$ cat config.mk
export PLATFORM = sky130hd
export DESIGN_NAME = instr_encoder
export DESIGN_NICKNAME = d
export VERILOG_FILES = /design/src/rtl/instr_encoder.sv
export SDC_FILE = /design/constraint.sdc
export NUM_CORES = 1
export LEC_CHECK = 0
export CAP_MARGIN = 20
export CORE_UTILIZATION = 30
export CTS_BUF_LIST = sky130_fd_sc_hd__clkbuf_4 sky130_fd_sc_hd__clkbuf_8
export DETAILED_ROUTE_END_ITERATION = 8
export GPL_ROUTABILITY_DRIVEN = 0
export PLACE_DENSITY = 0.5
export SLEW_MARGIN = 10
export SYNTH_ARGS = -nofsm -noshare
export SYNTH_HDL_FRONTEND = slang
export SYNTH_SLANG_ARGS = --single-unit
$ cat constraint.sdc
create_clock -name clk -period 3.4 [get_ports clk]
set_input_delay 0.51 -clock clk [delete_from_list [all_inputs] [get_ports clk]]
set_output_delay 0.51 -clock clk [all_outputs]
set_load 0.03 [all_outputs]
$ cat src/rtl/instr_encoder.sv
// RV32I instruction assembler: turns decoded fields into a 32-bit word, buffers
// accepted words in an in-order FIFO and counts rejected commands.
module instr_encoder #(
    parameter int DEPTH = 4,
    parameter int ERRW  = 8
) (
    input  logic            clk,
    input  logic            rst,
    input  logic            in_valid,
    output logic            in_ready,
    input  logic [2:0]      in_class,
    input  logic [4:0]      in_rd,
    input  logic [4:0]      in_rs1,
    input  logic [4:0]      in_rs2,
    input  logic [2:0]      in_funct3,
    input  logic            in_f7b5,
    input  logic [31:0]     in_imm,
    output logic            out_valid,
    input  logic            out_ready,
    output logic [31:0]     out_instr,
    output logic            err_pulse,
    output logic [ERRW-1:0] err_count
);
    localparam int AW = $clog2(DEPTH);
    localparam logic [AW:0] CNT_FULL = (AW+1)'(DEPTH);

    localparam logic [2:0] CLS_LOAD   = 3'd0;
    localparam logic [2:0] CLS_STORE  = 3'd1;
    localparam logic [2:0] CLS_OP     = 3'd2;
    localparam logic [2:0] CLS_OPIMM  = 3'd3;
    localparam logic [2:0] CLS_BRANCH = 3'd4;
    localparam logic [2:0] CLS_JAL    = 3'd5;

    localparam logic [6:0] OPC_LOAD   = 7'b0000011;
    localparam logic [6:0] OPC_STORE  = 7'b0100011;
    localparam logic [6:0] OPC_OP     = 7'b0110011;
    localparam logic [6:0] OPC_OPIMM  = 7'b0010011;
    localparam logic [6:0] OPC_BRANCH = 7'b1100011;
    localparam logic [6:0] OPC_JAL    = 7'b1101111;

    logic [31:0]     mem_q [DEPTH];
    logic [AW-1:0]   wr_ptr_q, wr_ptr_d;
    logic [AW-1:0]   rd_ptr_q, rd_ptr_d;
    logic [AW:0]     cnt_q, cnt_d;
    logic            err_pulse_q, err_pulse_d;
    logic [ERRW-1:0] err_cnt_q, err_cnt_d;

    logic [31:0] word;
    logic        rej;
    logic        fit12, fit_b, fit_j, fit_sh, f7_ok, is_shift;
    logic        accept, push, pop, full, empty;

    // Range checks as sign-extension tests: upper bits must all copy the top field bit.
    assign fit12    = (&in_imm[31:11]) | ~(|in_imm[31:11]);
    assign fit_b    = ((&in_imm[31:12]) | ~(|in_imm[31:12])) & ~in_imm[0];
    assign fit_j    = ((&in_imm[31:20]) | ~(|in_imm[31:20])) & ~in_imm[0];
    assign fit_sh   = ~(|in_imm[31:5]);
    assign f7_ok    = ~in_f7b5 | (in_funct3 == 3'b000) | (in_funct3 == 3'b101);
    assign is_shift = (in_funct3 == 3'b001) | (in_funct3 == 3'b101);

    always_comb begin
        word = '0;
        rej  = 1'b0;
        case (in_class)
            CLS_LOAD: begin
                word = {in_imm[11:0], in_rs1, in_funct3, in_rd, OPC_LOAD};
                rej  = ~fit12;
            end
            CLS_STORE: begin
                word = {in_imm[11:5], in_rs2, in_rs1, in_funct3, in_imm[4:0], OPC_STORE};
                rej  = ~fit12;
            end
            CLS_OP: begin
                word = {1'b0, in_f7b5, 5'b0, in_rs2, in_rs1, in_funct3, in_rd, OPC_OP};
                rej  = ~f7_ok;
            end
            CLS_OPIMM: begin
                if (is_shift) begin
                    word = {1'b0, in_f7b5, 5'b0, in_imm[4:0], in_rs1, in_funct3, in_rd, OPC_OPIMM};
                    rej  = ~fit_sh | ~f7_ok;
                end else begin
                    word = {in_imm[11:0], in_rs1, in_funct3, in_rd, OPC_OPIMM};
                    rej  = ~fit12;
                end
            end
            CLS_BRANCH: begin
                word = {in_imm[12], in_imm[10:5], in_rs2, in_rs1, in_funct3,
                        in_imm[4:1], in_imm[11], OPC_BRANCH};
                rej  = ~fit_b;
            end
            CLS_JAL: begin
                word = {in_imm[20], in_imm[10:1], in_imm[11], in_imm[19:12], in_rd, OPC_JAL};
                rej  = ~fit_j;
            end
            default: rej = 1'b1;
        endcase
    end

    // in_ready looks only at occupancy, so a full FIFO stalls even while popping.
    assign full     = (cnt_q == CNT_FULL);
    assign empty    = (cnt_q == '0);
    assign in_ready = ~full;
    assign accept   = in_valid & in_ready;
    assign push     = accept & ~rej;
    assign pop      = ~empty & out_ready;

    always_comb begin
        wr_ptr_d    = wr_ptr_q;
        rd_ptr_d    = rd_ptr_q;
        cnt_d       = cnt_q;
        err_pulse_d = accept & rej;
        err_cnt_d   = err_cnt_q;
        if (push) wr_ptr_d = wr_ptr_q + AW'(1);
        if (pop)  rd_ptr_d = rd_ptr_q + AW'(1);
        case ({push, pop})
            2'b10:   cnt_d = cnt_q + (AW+1)'(1);
            2'b01:   cnt_d = cnt_q - (AW+1)'(1);
            default: cnt_d = cnt_q;
        endcase
        if (accept && rej && (err_cnt_q != '1)) err_cnt_d = err_cnt_q + ERRW'(1);
    end

    always_ff @(posedge clk) begin
        if (rst) begin
            wr_ptr_q    <= '0;
            rd_ptr_q    <= '0;
            cnt_q       <= '0;
            err_pulse_q <= 1'b0;
            err_cnt_q   <= '0;
        end else begin
            wr_ptr_q    <= wr_ptr_d;
            rd_ptr_q    <= rd_ptr_d;
            cnt_q       <= cnt_d;
            err_pulse_q <= err_pulse_d;
            err_cnt_q   <= err_cnt_d;
        end
    end

    // Storage needs no reset; occupancy gates what is visible.
    always_ff @(posedge clk) begin
        if (push && !rst) mem_q[wr_ptr_q] <= word;
    end

    assign out_valid = ~empty;
    assign out_instr = empty ? 32'h0 : mem_q[rd_ptr_q];
    assign err_pulse = err_pulse_q;
    assign err_count = err_cnt_q;

endmodule

=== Word level (Yosys, flattened, before mapping) ===
Memories as Yosys holds them, arrays and structs flattened. A register that Yosys moved wholly into a read port is not among the register bits.
Index checks and enable logic that the tools add are counted.
W data, S select, Z words.

* RAM bits: 128
* Input bits: 58
* Memories: 1
* Flip-flop bits (word level): 16
* Bits in latches: 0
* Memory bits (read-only): 0

* Multiplexer cells: 10
* Div/mod/pow operators: 0
* Bitwise gates (word level): 25
* Shifts and indexed selects: 0
* $add $sub $neg: 5
* $mul: 0
* $lt $le $gt $ge: 0
* Reduce and logical (&&, ||, !) cells: 16
* Eq/ne operators: 11

{| class="wikitable"
|+ Memories
! memory !! words !! width !! rd ports !! clocked after memory_dff !! write ports !! line !! text
|-
| mem_q || 4 || 32 || 1 || 1 || 1 || 41 || <nowiki>logic [31:0] mem_q [DEPTH];</nowiki>
|}

{| class="wikitable"
|+ Operator list
! operator !! number
|-
| $pmux W32 S6 || 1
|-
| $mux W32 || 2
|-
| $reduce_or A27 Y1 || 1
|-
| $reduce_and A21 Y1 || 1
|-
| $reduce_or A21 Y1 || 1
|-
| $reduce_and A20 Y1 || 1
|-
| $reduce_or A20 Y1 || 1
|-
| $eq A3 B3 Y1 const B || 4
|-
| $not A1 Y1 || 12
|-
| $reduce_and A12 Y1 || 1
|-
| $reduce_or A12 Y1 || 1
|-
| $logic_not A3 Y1 || 3
|-
| $add A8 B1 Y8 const B || 1
|-
| $ne A8 B8 Y1 const B || 1
|-
| $or A1 B1 Y1 || 7
|-
| $and A1 B1 Y1 || 6
|-
| $eq A3 B1 Y1 const B || 2
|-
| $eq A3 B2 Y1 const B || 2
|-
| $pmux W3 S2 || 1
|-
| $pmux W1 S5 || 1
|-
| $add A2 B1 Y2 const B || 2
|-
| $mux W2 || 2
|-
| $add A3 B1 Y3 const B || 1
|-
| $logic_and A1 B1 Y1 || 3
|-
| 7 further kinds || 9
|}

=== Logic depth before layout (Yosys ltp) ===
* Word-level depth: 12
* Depth in mapped cells: 14
* Gate-level depth less buffers: 12

=== Worst setup path before layout ===
OpenSTA, ideal clock, no wires.

* Kind: input-to-reg
* From: input port in_imm[25]
* To: memory mem_q[0][10] (enable)
* Path buffers: 1
* Slack: 196 ps
* Stages on the path: 8
* Setup time: 390 ps
* Data arrival time: 2,814 ps
* Path through: nand4_1 > or4_1 > a32oi_1 > nand2_1 > nor4_2 > buf_4 > nor3b_2 > and2_1

* Cells in the longest elaborated chain, start to end: 11
* Elaborated cells on any way between the ends: 26
* Those cells by class: mux: 4; bitwise: 14; reduce/logical: 8

{| class="wikitable"
|+ RTL lines
! element !! line !! text
|-
| from (decl) || 17 || <nowiki>input logic [31:0] in_imm,</nowiki>
|-
| $reduce_or A21 Y1 (tied with other cells) || 54 || <nowiki>assign fit12 = (&in_imm[31:11]) | ~(|in_imm[31:11]);</nowiki>
|-
| $not A1 Y1, on equally long branches || 54, 55, 56 ||
|-
| $or A1 B1 Y1, on equally long branches || 54, 55, 56 ||
|-
| $not A1 Y1 (tied with other cells) || 67, 71, 83 ||
|-
| $mux W1 (tied with other cells) || 78 || <nowiki>if (is_shift) begin</nowiki>
|-
| $pmux W1 S5 (*) || 64 || <nowiki>case (in_class)</nowiki>
|-
| $not A1 Y1 (*) || 104 || <nowiki>assign push = accept & ~rej;</nowiki>
|-
| $and A1 B1 Y1 (*) || 104 ||
|-
| $logic_and A1 B1 Y1 (*) || 141 || <nowiki>if (push && !rst) mem_q[wr_ptr_q] <= word;</nowiki>
|-
| $mux W1 (*) || 141 ||
|-
| $mux W1 (not written as such) (*) || 141 ||
|-
| to (decl) || 41 ||
|}

Every way passes the cells marked *; elsewhere a longest branch is shown, timed or not.

=== Worst setup path in the final report ===
* From: input port in_imm[6]
* To: register cnt_q[2]

* Cells in the longest elaborated chain, start to end: 8
* Elaborated cells on any way between the ends: 10
* Those cells by class: eq/ne: 2; mux: 3; bitwise: 3; reduce/logical: 2

{| class="wikitable"
|+ RTL lines
! element !! line !! text
|-
| $reduce_or A27 Y1 (*) || 57 || <nowiki>assign fit_sh = ~(|in_imm[31:5]);</nowiki>
|-
| $or A1 B1 Y1 (*) || 80 || <nowiki>rej = ~fit_sh | ~f7_ok;</nowiki>
|-
| $mux W1 (*) || 78 ||
|-
| $pmux W1 S5 (*) || 64 ||
|-
| $not A1 Y1 (*) || 104 ||
|-
| $and A1 B1 Y1 (*) || 104 ||
|-
| $eq A2 B1 Y1 / $eq A2 B2 Y1 (equally long branches) || 115 || <nowiki>case ({push, pop})</nowiki>
|-
| $pmux W3 S2 / $reduce_bool A2 Y1 (equally long branches) || -- ||
|-
| to (signal assigned) || 133 || <nowiki>cnt_q <= cnt_d;</nowiki>
|-
| to (decl) || 44 || <nowiki>logic [AW:0] cnt_q, cnt_d;</nowiki>
|}

Marked as above.
A chain may end at the register's enable or synchronous reset.

==> flow_summary.ini <==
[logic_synthesis]
yosysWarningCount = 0
synth_enable_flop_cells = 120
synthesis.instances = 445
synth_seq_cells = 138
netlist-cell-type-count = 47
async_set_reset_flop_share_out_of_synthesis_pct = 0
ys_dominant_reg_cell = sky130_fd_sc_hd__edfxtp_1
synth.avg_cell_area_um2 = 14.23
syn-cell-area_um2 = 6334
synth_fp_nets = 510
synth_sequential_area_ratio_pct = 62.58

[timing]
slew_violations = 0
rsz_0062_raised_after_global_routing = false
slew_headroom_pct = 46.70
final_hold_violation_count = 0
finClkSkew_ns = 0.01149
tightestPinTransition_ns = 0.7911
achievable-frequency_ghz = 0.3116
finalWorstPathRequiredPeriod_ns = 3.209
post-route-period-util_pct = 94.38
finalSetupTns_ns = 0
final_report_setup_violation_count = 0
timing.hold.ws_ns = 0.5137

[power]
design_power_total_mw = 4.705
total_leakage_power_nw = 2.790
worst_ir_drop_vdd_mv = 0.3023
cellPowerDensity_nw_per_um2 = 564.8

[cts]
cts_tree = built
cts_buffer_depth = 2
cts_root_buffer = sky130_fd_sc_hd__clkbuf_8
ctsHoldBuffers = 0
clkSinkCount = 138
clk_pin_slew_ns = 0.07
insertion_delay_ns = 0.44
clock_buffer_count_from_cts = 17
ctsHtreeMaxLevel = 4

[detailed_routing]
first_pass_iters = 4
met3_length_um = 698
met1_wirelength_um = 7335
detailroute.wirelength.met2_um = 7420
highest-signal-layer = met4
ant_nets = 0
num_vias = 4117
drt_via_density = 4.793
drc = 0
drt-initial-drc-count = 225
wl_per_cell_um = 18.22
wl_um = 15650

[worst_setup_path]
timing.critical_path.depth = 15
crit_start = in_imm[6]
startpoint_type = primary input
setup.worst_path.end_class = register
path_cells = clkdlybuf4s50_1 -> nor4_1 -> buf_4 -> a31oi_1 -> nor4_2 -> a311oi_1 -> nor4_4 -> buf_4 -> nand2_2 -> ha_1 -> inv_1 -> fa_1 -> xor2_1 -> or3_1 -> a21oi_2
critical-path-top-delay-family = buffers and inverters
crit_fanout = 4
critical_path.n_buffers_inverters = 4
worst-endpoint-required_ns = 3.77
rr_worst_depth = 10
worst_r2r_endpoint = cnt_q[2]
critical_path.endpoint = cnt_q[2]
critical-path-top-cell-by-count = sky130_fd_sc_hd__buf_4
max_stage_delay_ns = 0.52
timing.rr.start = cnt_q[0]
critPathKind = primary input to register
worst-r2r-setup-slack_ns = 1.17
cpMaxStageDelayCell = sky130_fd_sc_hd__clkdlybuf4s50_1
arrival_ns = 3.58

[place]
numPortBuffers = 100
dp_hpwl_um = 10930
post-place-cells = 827

[global_route]
grt_use_total_pct = 15.12
antenna_found_initial = 0
grt_start_max_net_pins = 34
total_grt_overflow = 0
first_global_vias = 4237
grt_first_pass_wirelength_um = 24210

[cells_and_area]
finish.net_count = 642
layout.cells.most_common_list = sky130_fd_sc_hd__edfxtp_1, sky130_fd_sc_hd__clkdlybuf4s50_1, sky130_fd_sc_hd__and2_1
post_layout_nonfiller_instances = 859
antenna-diode-count = 0
most_common_library_cell_in_the_layout_ignoring_fill_and_taps = sky130_fd_sc_hd__edfxtp_1
layout_overhead_on_the_synthesized_area_pct = 31.53
drive_above_1_share_pct = 20.03

[die]
io_pins = 101
floorplan.core_area_um2 = 20490
fp.dieArea_um2 = 21700
die_span_y_um = 147.3
start_util_pct = 30.90
die_w_um = 147.3
fp-row-count = 52

[worst_hold_path]
hold_class = register to register

[flow_run]
max_cap_violations = 0

[run_status]
run_status = finished clean
how the worst min path moves through the flow:
stage,startpoint,to,slack (ns),cells past startpoint
global placement,cnt_q[2],cnt_q[2],0.48,2
CTS,cnt_q[1],cnt_q[1],0.52,2
detailed placement,cnt_q[1],cnt_q[1],0.50,2
finish,cnt_q[1],cnt_q[1],0.51,2
global route,err_count[1],err_count[1],0.56,2
floorplan,cnt_q[2],cnt_q[2],0.47,2
Yosys cell counts, types with 2 or more instances:
master / count / area, um2
sky130_fd_sc_hd__a21oi_1: 11 / 55.05
sky130_fd_sc_hd__buf_1: 5 / 18.77
sky130_fd_sc_hd__nor3_1: 4 / 20.02
sky130_fd_sc_hd__o2bb2ai_1: 8 / 70.07
sky130_fd_sc_hd__o22ai_1: 5 / 31.28
sky130_fd_sc_hd__and2_1: 42 / 262.8
sky130_fd_sc_hd__nand4_1: 5 / 31.28
sky130_fd_sc_hd__nand3_1: 15 / 75.07
sky130_fd_sc_hd__mux2_4: 2 / 30.03
sky130_fd_sc_hd__nor2b_1: 8 / 50.05
sky130_fd_sc_hd__nor4_1: 9 / 56.30
sky130_fd_sc_hd__edfxtp_1: 120 / 3603
sky130_fd_sc_hd__dfxtp_1: 18 / 360.4
sky130_fd_sc_hd__ha_1: 6 / 75.07
sky130_fd_sc_hd__xnor2_1: 4 / 35.03
sky130_fd_sc_hd__and3_1: 2 / 12.51
sky130_fd_sc_hd__mux2_1: 4 / 45.04
sky130_fd_sc_hd__nand2_1: 16 / 60.06
sky130_fd_sc_hd__or3_1: 3 / 18.77
sky130_fd_sc_hd__mux2i_1: 9 / 90.09
sky130_fd_sc_hd__clkbuf_1: 17 / 63.81
sky130_fd_sc_hd__nand2b_1: 6 / 37.54
sky130_fd_sc_hd__mux2_2: 6 / 67.56
sky130_fd_sc_hd__xor2_1: 4 / 35.03
sky130_fd_sc_hd__mux4_2: 30 / 675.7
sky130_fd_sc_hd__o21ai_0: 17 / 85.08
sky130_fd_sc_hd__inv_1: 17 / 63.81
sky130_fd_sc_hd__a22oi_1: 3 / 22.52
sky130_fd_sc_hd__buf_4: 3 / 22.52
sky130_fd_sc_hd__nor2_1: 29 / 108.9
metrics by stage:
step | util [%] | instance area, um2 | worst slack (ns)
2_1_floorplan | - | 6334 | 0.1964
3_3_place_gp | 38.59 | 7909 | -0.2245
3_5_place_dp | 38.59 | 7909 | -0.3343
4_1_cts | 40.43 | 8287 | 0.1227
5_1_grt | 40.65 | 8330 | 0.03209
6_report | 40.65 | 8330 | 0.1911
sequential cells by signal, summed over array words and instances, names as in the netlist, named ones only:
| signal | flops |
|---|---|
| wr_ptr_q | 2 |
| rd_ptr_q | 2 |
| err_pulse | 1 |
| mem_q | 120 |
| cnt_q | 3 |
| err_count | 8 |
repair_timing:
| action | in CTS | in global routing |
|---|---|---|
| gates resized for setup | 0 | 6 |
| endpoints found under the hold margin | 0 | 0 |
| setup buffers | 0 | 1 |
| setup endpoints to repair | 0 | 122 |
metal layers:
layer | vias up | global-route usage [%]
met3 | 16 | 3.540
met1 | 2055 | 20.50
met4 | 0 | 4.948
met5 | - | 0
met2 | 107 | 23.84
li1 | 1939 | -
area by class of cell:
class / instances / area (um2)
Inverter: 17 / 63.81
Sequential cell: 138 / 3965
Fill cell: 1920 / 12160
Timing Repair Buffer: 140 / 1359
Clock buffer: 20 / 256.5
Clock inverter: 11 / 121.4
Tap cell: 270 / 337.8
Multi-Input combinational cell: 263 / 2227
worst register-to-register path, delay by kind of cell, from the launching register on:
kind	cells	cell delay [ns]
buffers and inverters	2	0.17
and+or+nand+nor	4	0.81
DFF	1	0.33
xor gates and xnor gates	1	0.16
adders and majority gates	2	0.54
AOI/OAI and AO/OA	1	0.18
power by group:
part	switching, mW	leakage (nW)	internal (mW)
Clock	0.612	0.185	0.670
Sequential	0.0225	1.24	1.90
Combinational	0.810	1.37	0.695
Total	1.44	2.79	3.26
logic make-up (layout without fill, tap and decap cells):
family,Yosys count,in the layout,synth area share (%)
XOR/XNOR,8,8,1.106
AO/OA/AOI/OAI,51,51,5.097
adder cells (fa/ha/maj),7,7,1.501
multiplexers,51,51,14.34
buffers and inverters,44,188,2.825
flip-flops,138,138,62.58
AND/OR/NAND/NOR,146,146,12.54
(Power assumes the default switching activity.)
